**src/rtl/mm_csr_master.sv**
```systemverilog
// mm_csr_master: single-outstanding command initiator for the example-design
// CSR slave. A host hands over one write or read at a time. The block issues a
// one-cycle strobe to the slave, waits a bounded time for read data, and then
// presents a response that is held until the host takes it.
//
// Handshake rules on both host channels: a transfer happens on a rising clock
// edge where valid and ready are both 1. The sender holds valid and its payload
// stable until that edge. The receiver may raise or lower ready freely. On this
// block cmd_ready is high only in IDLE. rsp_valid stays high with rsp_* frozen
// until rsp_ready is seen.
module mm_csr_master #(
    parameter int ADDR_W  = 16,
    parameter int DATA_W  = 32,
    parameter int TIMEOUT = 16   // legal range 2..255
) (
    input  logic              clk,
    input  logic              rst,
    // host command channel
    input  logic              cmd_valid,
    output logic              cmd_ready,
    input  logic              cmd_write,
    input  logic [ADDR_W-1:0] cmd_addr,
    input  logic [DATA_W-1:0] cmd_wdata,
    // host response channel
    output logic              rsp_valid,
    input  logic              rsp_ready,
    output logic              rsp_write,
    output logic [DATA_W-1:0] rsp_rdata,
    output logic              rsp_err,
    // CSR slave side
    output logic [ADDR_W-1:0] csr_wr_rd_addr,
    output logic              csr_wr_en,
    output logic              csr_rd_en,
    output logic [DATA_W-1:0] csr_wr_data,
    input  logic [DATA_W-1:0] csr_rd_datain,
    input  logic              csr_rd_dvalid,
    // status
    output logic              busy,
    output logic [7:0]        timeout_cnt
);

    typedef enum logic [2:0] {
        IDLE    = 3'd0,
        WRITE   = 3'd1,
        READ    = 3'd2,
        WAIT_RD = 3'd3,
        RESP    = 3'd4
    } state_t;

    // The timer counts WAIT_RD cycles from 0. Reaching this value ends the read.
    localparam logic [7:0] TIMER_LAST = 8'(TIMEOUT - 1);

    // Registered state and outputs (_q), with their next values (_n)
    state_t            state_q, state_n;
    logic [7:0]        timer_q, timer_n;
    logic [7:0]        tcnt_q, tcnt_n;
    logic [ADDR_W-1:0] addr_q, addr_n;
    logic [DATA_W-1:0] wdata_q, wdata_n;
    logic              wr_en_q, wr_en_n;
    logic              rd_en_q, rd_en_n;
    logic              rsp_valid_q, rsp_valid_n;
    logic              rsp_write_q, rsp_write_n;
    logic [DATA_W-1:0] rsp_rdata_q, rsp_rdata_n;
    logic              rsp_err_q, rsp_err_n;

    // Next-state and next-output logic. Every register holds by default.
    // The strobes default to 0, which keeps each of them to a single cycle.
    always_comb begin
        state_n     = state_q;
        timer_n     = timer_q;
        tcnt_n      = tcnt_q;
        addr_n      = addr_q;
        wdata_n     = wdata_q;
        wr_en_n     = 1'b0;
        rd_en_n     = 1'b0;
        rsp_valid_n = rsp_valid_q;
        rsp_write_n = rsp_write_q;
        rsp_rdata_n = rsp_rdata_q;
        rsp_err_n   = rsp_err_q;

        unique case (state_q)
            IDLE: begin
                if (cmd_valid) begin
                    // Accept: the address and data stay latched until the next accept.
                    addr_n      = cmd_addr;
                    wdata_n     = cmd_wdata;
                    rsp_write_n = cmd_write;
                    if (cmd_write) begin
                        state_n = WRITE;
                        wr_en_n = 1'b1;
                    end else begin
                        state_n = READ;
                        rd_en_n = 1'b1;
                    end
                end
            end

            WRITE: begin
                // The write strobe is on in this cycle. A write cannot fail.
                state_n     = RESP;
                rsp_valid_n = 1'b1;
                rsp_err_n   = 1'b0;
                rsp_rdata_n = '0;
            end

            READ: begin
                // The read strobe is on in this cycle. Start the wait from zero.
                state_n = WAIT_RD;
                timer_n = 8'd0;
            end

            WAIT_RD: begin
                if (csr_rd_dvalid) begin
                    // Data that arrives on the last timer cycle still wins.
                    state_n     = RESP;
                    rsp_valid_n = 1'b1;
                    rsp_err_n   = 1'b0;
                    rsp_rdata_n = csr_rd_datain;
                end else if (timer_q == TIMER_LAST) begin
                    state_n     = RESP;
                    rsp_valid_n = 1'b1;
                    rsp_err_n   = 1'b1;
                    rsp_rdata_n = '0;
                    if (tcnt_q != 8'hFF) begin
                        tcnt_n = tcnt_q + 8'd1;
                    end
                end else begin
                    timer_n = timer_q + 8'd1;
                end
            end

            RESP: begin
                // The response is frozen until the host takes it.
                if (rsp_ready) begin
                    state_n     = IDLE;
                    rsp_valid_n = 1'b0;
                end
            end

            default: begin
                state_n     = IDLE;
                rsp_valid_n = 1'b0;
            end
        endcase
    end

    // State and output registers. Reset clears everything and drops any pending response.
    always_ff @(posedge clk) begin
        if (rst) begin
            state_q     <= IDLE;
            timer_q     <= 8'd0;
            tcnt_q      <= 8'd0;
            addr_q      <= '0;
            wdata_q     <= '0;
            wr_en_q     <= 1'b0;
            rd_en_q     <= 1'b0;
            rsp_valid_q <= 1'b0;
            rsp_write_q <= 1'b0;
            rsp_rdata_q <= '0;
            rsp_err_q   <= 1'b0;
        end else begin
            state_q     <= state_n;
            timer_q     <= timer_n;
            tcnt_q      <= tcnt_n;
            addr_q      <= addr_n;
            wdata_q     <= wdata_n;
            wr_en_q     <= wr_en_n;
            rd_en_q     <= rd_en_n;
            rsp_valid_q <= rsp_valid_n;
            rsp_write_q <= rsp_write_n;
            rsp_rdata_q <= rsp_rdata_n;
            rsp_err_q   <= rsp_err_n;
        end
    end

    // cmd_ready is gated by rst so that the host sees no acceptance during reset.
    assign cmd_ready      = (state_q == IDLE) && !rst;
    assign busy           = (state_q != IDLE);
    assign timeout_cnt    = tcnt_q;
    assign csr_wr_rd_addr = addr_q;
    assign csr_wr_data    = wdata_q;
    assign csr_wr_en      = wr_en_q;
    assign csr_rd_en      = rd_en_q;
    assign rsp_valid      = rsp_valid_q;
    assign rsp_write      = rsp_write_q;
    assign rsp_rdata      = rsp_rdata_q;
    assign rsp_err        = rsp_err_q;

endmodule

```
**config.mk**
```make
export PLATFORM = sky130hd
export DESIGN_NAME = mm_csr_master
export DESIGN_NICKNAME = d
export VERILOG_FILES = /design/src/rtl/mm_csr_master.sv
export SDC_FILE = /design/constraint.sdc
export NUM_CORES = 1
export LEC_CHECK = 0
export CAP_MARGIN = 40
export CORE_AREA = 8 8 109 111
export CTS_BUF_LIST = sky130_fd_sc_hd__clkbuf_8
export CTS_CLUSTER_SIZE = 30
export DETAILED_ROUTE_END_ITERATION = 8
export DIE_AREA = 0 0 117 119
export GPL_ROUTABILITY_DRIVEN = 0
export PLACE_DENSITY_LB_ADDON = 0.3
export SYNTH_ARGS = -nofsm -noshare
export SYNTH_HDL_FRONTEND = slang
export SYNTH_SLANG_ARGS = --single-unit
```
**constraint.sdc**
```tcl
create_clock -name clk -period 1.7 [get_ports clk]
set_input_delay 0.425 -clock clk [delete_from_list [all_inputs] [get_ports clk]]
set_output_delay 0.425 -clock clk [all_outputs]
set_load 0.005 [all_outputs]
```
==> impl_metrics.tcl <==
set metrics [dict create \
    yosysSeqAreaShare 0.549 \
    drive_above_1_share 0.231 \
    cts_buffers 9 \
    die_y_um 119 \
    netlist_area_um2 3790 \
    pwr_density_cell_nw_per_um2 763 \
    die_area_um2 13900 \
    viasPerCell 5.04 \
    clk_path_buf_depth 2 \
    synth_compound_area_frac 0.211 \
    overflow 0 \
    synthDistinctLibCells 37 \
    drcViolationCount 0 \
    synth_edf_count 0 \
    drv_cap 0 \
    cts_sinks 104 \
    clk_pin_slew_worst_paths_ns 0.09 \
    status "finished with violations" \
    clkLatencyLatePin_ns 0.35 \
    skew_ns 0.0131 \
    setup_viol 38 \
    use_met1 0.187 \
    syn_nets 504 \
    cts_root_buf "clkbuf_8" \
    grt_pass1_wl_um 19500 \
    synth.mux.area_fraction 0 \
    layout_common_cells "153 x clkdlybuf4s50_1, 103 x nand2_1, 83 x dfxtp_1" \
    synth_top_family_by_area "compound AO/OA/AOI/OAI gates" \
    fin_nets 715 \
    die-width_um 117 \
    grt_pass1_vias 3835 \
    finalSetupTns_ns -1.65 \
    finalHoldViolCount 0 \
    grt_use_met2 0.305 \
    cp-end-kind "flip-flop" \
    area_growth_pct 72.6 \
    ios 181 \
    syn_inst 416 \
    grt_use_total 0.175 \
    peakVddDrop_v 0.000506 \
    coreArea_um2 10100 \
    fin_crit_sh 1.04 \
    ys_seq_elements 104 \
    fmax_ghz 0.563 \
    rsz0062_at_grt "true" \
    synthArstFlopShare 0 \
    violations "negative setup slack" \
    synth_xor_area_frac 0.00692 \
    hpwl_um 9100 \
    hold_class "primary input to flip-flop" \
    vias 3872 \
    n_antenna_cell 0 \
    final_max_slew_viol_count 0 \
    wl_per_cell_um 17.8 \
    cts_tree "built" \
    grt_max_degree 33 \
    pre_cts_ws_ns -0.628 \
    slew_headroom 0.608 \
    power_leakage_nw 2.80 \
    grtUsageMet3 0.0712 \
    final_common_cell "clkdlybuf4s50_1" \
    required_ns 1.94 \
    synth_ff_type "dfxtp_1" \
    crit_type "flip-flop to flip-flop" \
    initialDrtViolationCount 242 \
    htree_levels 3 \
    routed_wl_um 13600 \
    port_buffers 180 \
    synth_adder_area_share 0.00659 \
    antenna_found_initial 0 \
    finalCriticalPeriod_ns 1.78 \
    critPathMaxFanout 16 \
    ys_warn_count 0 \
    drtPass1Iterations 4 \
    post-route-worst-setup-slack_ns -0.0765 \
    drtAntennaViolNets 0 \
    yosys.area_share.simple 0.189 \
    initial_core_util 0.376 \
    worst_pin_slew_ns 0.587 \
    top_usage_layer "met2" \
    start_kind "flip-flop" \
    rows 37 \
    syn_area_per_cell_um2 9.12 \
    worst_ep_arrival_time_ns 2.02 \
]
[routing by layer]
layer | wire length, um | vias to the layer above
li1 | - | 1871
met3 | 1340 | 16
met2 | 6910 | 136
met1 | 5210 | 1849
met4 | 188 | 0
met5 | 0 | -
[per-stage QoR]
step	area, um^2	power (W)	utilization	cells	hold slack [ns]
2_1_floorplan	3790	0.00294	-	416	0.453
3_3_place_gp	5880	0.00347	0.582	732	0.441
3_5_place_dp	5880	0.00349	0.582	732	0.448
4_1_cts	6160	0.00492	0.611	756	0.408
5_1_grt	6550	0.00523	0.649	768	0.424
6_report	6550	0.00500	0.649	768	0.432
[area by class of cell]
| class | count | area [um^2] |
|---|---|---|
| repair buffers | 225 | 2390 |
| inverters | 6 | 22.5 |
| flip-flops and latches | 104 | 2120 |
| well taps | 136 | 170 |
| multi-input cells | 281 | 1680 |
| clock inverters | 7 | 47.5 |
| fillers | 861 | 3540 |
| clock buffers | 9 | 124 |
[state kept, by name (all words and copies together), names as in the netlist]
register,flops
csr_rd_en,1
csr_wr_data,32
csr_wr_en,1
csr_wr_rd_addr,16
rsp_err,1
rsp_rdata,32
rsp_valid,1
rsp_write,1
state_q,3
timeout_cnt,8
timer_q,8
[critical path: stages, from the launching register on]
cell	delay, ns
dfxtp_2	0.34
or4_4	0.56
o21ai_4	0.19
buf_12	0.14
a21oi_4	0.05
buf_12	0.17
a22o_2	0.21
[cell families after synthesis]
kind of cell / count (synthesis)
flops: 104
compound gates: 118
fa+ha+maj: 2
buf+inv: 32
simple gates: 157
xor+xnor: 3
[power breakdown]
group | internal, W | switching (W)
combinational | 0.000601 | 0.000419
clock | 0.000537 | 0.000852
sequential | 0.00253 | 0.0000550
total | 0.00367 | 0.00133
[timing repair]
action | CTS | global route
resized for setup | 30 | 67
gates cloned | 1 | 6
hold buffers | 0 | 0
endpoints found under the setup margin | 52 | 132
buffers inserted | 7 | 9
pin swaps | 4 | 8
[Yosys cell counts (all sizes together), types with 3 or more instances]
master	instances	share of area
a22o	32	0.084
buf	7	0.014
nor2	5	0.0049
nand2	105	0.10
nor2b	3	0.0049
or3	7	0.012
a21oi	65	0.089
nand4	5	0.0082
inv	6	0.0059
and3	4	0.0066
or4	5	0.011
or2	4	0.0066
o21ai	10	0.016
xor2	3	0.0069
dfxtp	104	0.55
o31ai	5	0.0099
clkbuf	19	0.019
nand3	9	0.012
[final timing paths]
check	from	to	slack, ns	cells after the start
min reg2reg	csr_wr_data[26]	csr_wr_data[26]	0.46	2
min	rst	csr_rd_en	0.43	3
max reg2reg	timer_q[7]	rsp_rdata[28]	-0.08	6
max	timer_q[7]	rsp_rdata[28]	-0.08	6
No activity file was read; power rests on OpenSTA's default activity.
